[config.mk]
export PLATFORM = sky130hd
export DESIGN_NAME = gardner_timing_nco
export DESIGN_NICKNAME = d
export VERILOG_FILES = /design/src/rtl/gardner_timing_nco_pkg.sv /design/src/rtl/gardner_timing_nco_period_limiter.sv /design/src/rtl/gardner_timing_nco.sv
export SDC_FILE = /design/constraint.sdc
export NUM_CORES = 1
export LEC_CHECK = 0
export CORE_MARGIN = 3
export CORE_UTILIZATION = 50
export CTS_CLUSTER_SIZE = 30
export DETAILED_ROUTE_END_ITERATION = 12
export HOLD_SLACK_MARGIN = 0.03
export PLACE_DENSITY = 0.82
export SETUP_SLACK_MARGIN = 0.5
export SYNTH_ARGS = -nofsm -noshare
export SYNTH_HDL_FRONTEND = slang
export SYNTH_SLANG_ARGS = --single-unit
[constraint.sdc]
create_clock -name clk -period 4.1 [get_ports clk]
set_input_delay 0.41 -clock clk [delete_from_list [all_inputs] [get_ports clk]]
set_output_delay 0.41 -clock clk [all_outputs]
set_load 0.05 [all_outputs]
[src/rtl/gardner_timing_nco_pkg.sv]
// Shared types and period constants for the Gardner timing NCO.
package gardner_timing_nco_pkg;

  // Symbol-timing FSM: first the mid-symbol point, then the symbol point.
  typedef enum logic {
    S_MID = 1'b0,
    S_SYM = 1'b1
  } nco_state_t;

  // Nominal symbol period in fractional phase units.
  function automatic int nom_period(input int sps_log2, input int frac);
    return 1 << (sps_log2 + frac);
  endfunction

  // Shortest allowed period: nominal minus a quarter.
  function automatic int min_period(input int sps_log2, input int frac);
    int n;
    n = nom_period(sps_log2, frac);
    return n - n / 4;
  endfunction

  // Longest allowed period: nominal plus a quarter.
  function automatic int max_period(input int sps_log2, input int frac);
    int n;
    n = nom_period(sps_log2, frac);
    return n + n / 4;
  endfunction

endpackage

[src/rtl/gardner_timing_nco_period_limiter.sv]
// Scales the negated Gardner error and clamps the resulting symbol period.
module timing_period_limiter #(
  parameter int ERR_W = 16,
  parameter int PW    = 15,
  parameter int NOM   = 8192,
  parameter int PMIN  = 6144,
  parameter int PMAX  = 10240
) (
  input  logic signed [ERR_W-1:0] error_n,
  input  logic        [3:0]       shift,
  output logic        [PW-1:0]    period_next,
  output logic                    clamped
);

  // Two guard bits above the wider operand so the sum can never wrap.
  localparam int SW = ((ERR_W > PW) ? ERR_W : PW) + 2;
  localparam logic signed [SW-1:0] NOM_S  = SW'(NOM);
  localparam logic signed [SW-1:0] PMIN_S = SW'(PMIN);
  localparam logic signed [SW-1:0] PMAX_S = SW'(PMAX);

  logic signed [SW-1:0] err_ext;
  logic signed [SW-1:0] scaled;
  logic signed [SW-1:0] sum;

  // Sign-extend, arithmetic shift, add to nominal, then saturate.
  always_comb begin
    err_ext     = {{(SW-ERR_W){error_n[ERR_W-1]}}, error_n};
    scaled      = err_ext >>> shift;
    sum         = NOM_S + scaled;
    period_next = PW'(sum);
    clamped     = 1'b0;
    if (sum < PMIN_S) begin
      period_next = PW'(PMIN);
      clamped     = 1'b1;
    end else if (sum > PMAX_S) begin
      period_next = PW'(PMAX);
      clamped     = 1'b1;
    end
  end

endmodule

[src/rtl/gardner_timing_nco.sv]
// Gardner timing NCO: tracks symbol phase, picks mid-symbol and symbol-point
// samples, and adjusts the symbol period from the detector's error.
//
// Interface semantics: there is no back-pressure. en marks a valid input
// sample and is consumed on the same edge; sym_valid / mid_valid are
// single-cycle strobes qualifying the registered I/Q outputs, which hold
// their value between strobes. error_valid qualifies error_n and
// GARDNER_SHIFT, which are ignored on other cycles.
module gardner_timing_nco
  import gardner_timing_nco_pkg::*;
#(
  parameter int WIDTH    = 16,
  parameter int ERR_W    = 16,
  parameter int SPS_LOG2 = 5,
  parameter int FRAC     = 8
) (
  input  logic                          clk,
  input  logic                          rst,
  input  logic                          en,
  input  logic        [3:0]             GARDNER_SHIFT,
  input  logic signed [WIDTH-1:0]       I_in,
  input  logic signed [WIDTH-1:0]       Q_in,
  input  logic signed [ERR_W-1:0]       error_n,
  input  logic                          error_valid,
  output logic signed [WIDTH-1:0]       I_sym,
  output logic signed [WIDTH-1:0]       Q_sym,
  output logic                          sym_valid,
  output logic signed [WIDTH-1:0]       I_mid,
  output logic signed [WIDTH-1:0]       Q_mid,
  output logic                          mid_valid,
  output logic                          period_clamped,
  output nco_state_t                    dbg_state,
  output logic [SPS_LOG2+FRAC+1:0]      dbg_phase,
  output logic [SPS_LOG2+FRAC+1:0]      dbg_period
);

  localparam int PW   = SPS_LOG2 + FRAC + 2;
  localparam int NOM  = nom_period(SPS_LOG2, FRAC);
  localparam int PMIN = min_period(SPS_LOG2, FRAC);
  localparam int PMAX = max_period(SPS_LOG2, FRAC);
  localparam logic [PW-1:0] ONE   = PW'(1 << FRAC);
  localparam logic [PW-1:0] NOM_P = PW'(NOM);

  nco_state_t    state;
  logic [PW-1:0] phase;
  logic [PW-1:0] period;
  logic [PW-1:0] p;
  logic [PW-1:0] half;
  logic [PW-1:0] period_next;
  logic          clamped;

  timing_period_limiter #(
    .ERR_W (ERR_W),
    .PW    (PW),
    .NOM   (NOM),
    .PMIN  (PMIN),
    .PMAX  (PMAX)
  ) u_limiter (
    .error_n     (error_n),
    .shift       (GARDNER_SHIFT),
    .period_next (period_next),
    .clamped     (clamped)
  );

  // Candidate phase for this sample and the mid-symbol threshold.
  always_comb begin
    p    = phase + ONE;
    half = period >> 1;
  end

  // Phase accumulator, sample capture FSM and period register.
  always_ff @(posedge clk) begin
    if (rst) begin
      state          <= S_MID;
      phase          <= '0;
      period         <= NOM_P;
      period_clamped <= 1'b0;
      sym_valid      <= 1'b0;
      mid_valid      <= 1'b0;
      I_sym          <= '0;
      Q_sym          <= '0;
      I_mid          <= '0;
      Q_mid          <= '0;
    end else begin
      sym_valid <= 1'b0;
      mid_valid <= 1'b0;
      if (en) begin
        case (state)
          S_MID: begin
            phase <= p;
            if (p >= half) begin
              I_mid     <= I_in;
              Q_mid     <= Q_in;
              mid_valid <= 1'b1;
              state     <= S_SYM;
            end
          end
          S_SYM: begin
            if (p >= period) begin
              // Uses the period in force before any same-cycle update.
              I_sym     <= I_in;
              Q_sym     <= Q_in;
              sym_valid <= 1'b1;
              phase     <= p - period;
              state     <= S_MID;
            end else begin
              phase <= p;
            end
          end
          default: state <= S_MID;
        endcase
      end
      if (error_valid) begin
        period         <= period_next;
        period_clamped <= clamped;
      end
    end
  end

  // Internal state exposed for observation.
  always_comb begin
    dbg_state  = state;
    dbg_phase  = phase;
    dbg_period = period;
  end

endmodule
# After elaboration in Yosys (flattened, before gate mapping)
# Index checks and enable logic that the tools add are counted.
# op_classes
n_addsub	3
n_reduce_logical	4
muxes	10
shifts	1
order_cmp	4
bitwise	2
# ops
cell	count
$mux 15	3
$pmux 15 s2	1
$add 15x18->18 const A	1
$gt 18x15->1 const B	1
$lt 18x14->1 const B	1
$sshr 16x4->18	1
$add 15x9->15 const B	1
$ge 15x14->1	1
$ge 15x15->1	1
$sub 15x15->15	1
$reduce_and 3->1	2
$reduce_or 3->1	2
$mux 1	5
$not 1->1	2
$pmux 1 s2	1
# word_totals
in_bits	56
ff_bits	98
wordCells	34
out_inout_bits	98

# Depth between registers and ports, before layout
# logic_depth
ltp_word	5
depth_mapped	16
mapped_depth_nobuf	15

# By module
# A second synthesis with hierarchy kept.
# hier_totals
hier_cells	677
area_unflattened_um2	6291.0
# modules_own_cells
mod	area_per_inst_um2	cells_each	seq_area_each_um2	instances
gardner_timing_nco	5062.4	519	1961.9	1
timing_period_limiter	1228.7	158	0.0	1

# Worst setup path after synthesis
# Ideal clock, no wire load.
# synth_path
kind	flip-flop to flip-flop
startpoint	register phase[8] (netlist: dbg_phase[8])
endpoint	register phase[1] (netlist: dbg_phase[1])
slack_ns	0.782
setup_ns	0.070
arrival_ns	3.247
path_stages_with_launch	14
synth_period_minus_slack_ns	3.318
cell_sequence	dfxtp_1 > ha_1 > nand3_1 > xnor2_1 > ha_1 > nand2_1 > nand2_1 > a21o_1 > a41o_1 > a32oi_1 > clkbuf_1 > clkbuf_1 > nand3_1 > a21oi_1
# synth_via
elab_chain_len	4
# synth_lines
element	line_no	source
from (decl)	gardner_timing_nco.sv:45	logic [PW-1:0] phase;
from (signal assigned)	gardner_timing_nco.sv:90	phase <= p;
from (signal assigned)	gardner_timing_nco.sv:104	phase <= p - period;
from (signal assigned)	gardner_timing_nco.sv:107	phase <= p;
$add 15x9->15	gardner_timing_nco.sv:67	p = phase + ONE;
$ge 15x15->1	gardner_timing_nco.sv:99	if (p >= period) begin
$mux 15	gardner_timing_nco.sv:99	
$pmux 15 s2	gardner_timing_nco.sv:88	case (state)
# No other way between the ends.
# A chain may end at the register's enable or synchronous reset.

# Worst setup path after layout
# layout_path
startpoint	input GARDNER_SHIFT[2]
endpoint	register period[13] (netlist: dbg_period[13])
# layout_via
elab_chain_len	5
# layout_lines
element	line_no	source
from (decl)	gardner_timing_nco.sv:20	input logic [3:0] GARDNER_SHIFT,
$sshr 16x4->18 (*)	gardner_timing_nco_period_limiter.sv:28	scaled = err_ext >>> shift;
$add 15x18->18 (*)	gardner_timing_nco_period_limiter.sv:29	sum = NOM_S + scaled;
$gt 18x15->1	gardner_timing_nco_period_limiter.sv:35	end else if (sum > PMAX_S) begin
$mux 15	gardner_timing_nco_period_limiter.sv:35	
$mux 15 (*)	gardner_timing_nco_period_limiter.sv:32	if (sum < PMIN_S) begin
to (signal assigned)	gardner_timing_nco.sv:114	period <= period_next;
to (decl)	gardner_timing_nco.sv:46	logic [PW-1:0] period;
# Every way passes the cells marked *; elsewhere a longest branch is shown, timed or not.

==> reports/metrics.yaml <==
grt.met2_usage_pct: 44.7
grt_pass1_vias: 5755
status: "finished, final reports clean"
power_leakage_uw: 0.00287
setup.worst_path.class: "in2reg"
crit_fanout: 7
cts_tree: "yes"
initial_core_util_pct: 52.5
drt.antenna.violating_nets: 0
grt_pass1_wl_um: 28400
slew_viol_final: 0
synth_edf_count: 0
synthArstFlopShare_pct: 0
setup_viol: 0
synth_cell_type_count: 59
use_met1_pct: 33.9
htree_levels: 3
finish.instance_area_mm2: 0.00776
num_io_pins: 154
syn_to_final_growth_pct: 32.8
cp-end-kind: "register"
synth_flop_cell: "dfxtp_1"
hold_violations: 0
antenna_found_initial: 0
path_clk_slew_ps: 80
p_total_uw: 2690
synth-seq-cells: 98
grt_usage_pct: 26.6
cts_buffer_depth: 2
min_period_ps: 3440
rows: 38
numCtsBuffers: 9
drtPass1Iterations: 5
clockRootBuffer: "clkbuf_16"
grt_remaining_overflow: 0
grt_max_degree: 69
rsz0062_at_grt: "no"
hp-class: "reg2reg"
die_h_um: 114
dr.first_iter.drc_count: 521
cp_slowest_cell: "clkdlybuf4s50_1"
coreArea_mm2: 0.0111
place_congestion: 0.898
vias_per_cell: 6.04
use_met3_pct: 5.50
netlist_instances: 693
ys_seq_area_share_pct: 33.6
drt-total-wl_um: 17400
relSlewSlack_pct: 28.0
dp_hpwl_um: 12800
place_ws_ps: 175
clkLatencyLatePin_ps: 340
layout.nets: 911
io_buffers: 153
cts.sinks: 98
die_area_mm2: 0.0130
wl_per_cell_um: 18.1
drive_gt1_share_pct: 7.03
fin_ws_ps: 660
diodes: 0
busiest_layer: "met2"
remaining_drc_errors: 0
vias: 5832
syn_avg_cell_area_um2: 8.43
cp.required_ps: 4330
crit_chain: "clkdlybuf4s50_1 -> or2_2 -> nor2_1 -> a21oi_2 -> inv_1 -> ha_1 -> inv_1 -> ha_1 -> nand2_1 -> a2111oi_2 -> nand4_1 -> nor4_2 -> and4_4 -> o31ai_2 -> a221o_1"
pwr_density_cell_mw_per_mm2: 346
vdd_drop_max_mv: 0.215
cp_num_buf_inv: 3
fin_crit_sh_pct: 83.9
syn_nets: 784
synth.cell_area_mm2: 0.00584
setup_tns_ps: 0
synth_warnings: 0
setup.worst_path.start_class: "input pin"
skew_ps: 10.1
cp.arrival_ps: 3670
fmax_mhz: 291
cpLargestDelayFamily: "simple AND/OR/NAND/NOR gates"
die_w_um: 114
maxCapViolations: 0
tightest_slew_ps: 1080
placedInstanceArea_mm2: 0.00742
max_stage_delay_ps: 570
per-layer routing:
metal  vias up  wire (um)
met3        35       1330
met4         0        432
met2       253       8490
met1      2761       7180
met5         -          0
li1       2783          -
synth_stat cells (12+ instances only):
cell	count	area share [%]
mux2i_1	34	5.8
a21oi_1	59	5.1
ha_1	34	7.3
dfxtp_1	98	34
nand3_1	53	4.5
mux4_2	13	5.0
inv_1	34	2.2
nand2_1	87	5.6
a22oi_1	12	1.5
nor2_1	32	2.1
clkbuf_1	37	2.4
o21ai_0	60	5.1
logic make-up (layout without fill, tap and decap cells):
logic type,Yosys count,in the layout,share of synthesized area (%)
xor+xnor,12,12,1.80
compound gates,201,201,21.5
mux,53,53,13.0
flops,98,98,33.6
simple gates,211,211,16.6
fa+ha+maj,35,35,7.62
buf+inv,83,215,5.89
cell type report:
type,count,area [um2]
repair buffers,164,1620
multi-input cells,512,3570
flip-flops and latches,98,1960
fillers,890,3360
well taps,140,175
clock inverters,7,85.1
inverters,35,131
clock buffers,9,225
flip-flops by register name (all words and copies together), names as in the netlist:
signal / flops
I_sym: 16
mid_valid: 1
Q_sym: 16
dbg_period: 15
dbg_state: 1
dbg_phase: 15
period_clamped: 1
Q_mid: 16
I_mid: 16
sym_valid: 1
per-stage QoR:
stage	util [%]	hold slack, ps	std cells
after global placement	66.7	442	948
after CTS	69.5	460	964
after floorplan	-	552	693
final	69.8	459	965
after detailed placement	66.7	448	948
after global routing	69.8	488	965
power by group:
group          switching [uW]  internal (uW)  total (uW)
registers                36.4            995        1030
logic                     469            311         780
clock network             390            485         875
total                     895           1790        2690
cell usage in the layout (no fill, tap or decap), drive strengths merged, types with 17 or more instances in the layout:
master           n
dfxtp           98
a21oi           59
o21ai           62
mux4            17
mux2i           34
clkdlybuf4s50  151
nor2            33
nand2           87
ha              34
inv             37
nand3           53
timing repair:
item                                    CTS  global route
gates resized for setup                   0             8
hold buffers                              0             0
buffers inserted                          0             1
endpoints found under the setup margin    0            57
final timing paths:
kind,to,cells after the start,slack (ps),startpoint
max,dbg_period[13]$_SDFFE_PP1P_,15,660,GARDNER_SHIFT[2]
min,Q_mid[5]$_SDFFE_PP0P_,2,460,Q_mid[5]$_SDFFE_PP0P_
max reg2reg,dbg_phase[0]$_SDFFE_PP0P_,12,920,dbg_phase[8]$_SDFFE_PP0P_
min reg2reg,Q_mid[5]$_SDFFE_PP0P_,2,460,Q_mid[5]$_SDFFE_PP0P_
worst register-to-register path: stages, from the launching register on:
cell      delay [ps]
dfxtp_1          430
ha_1             260
nand3_1          140
xnor2_1          310
ha_1             350
nand2_1          100
nand2_1           60
a21o_1           180
a41o_1           270
a32oi_2          170
buf_4            420
nand2_1          140
a211oi_1         240
(Power assumes the default switching activity.)
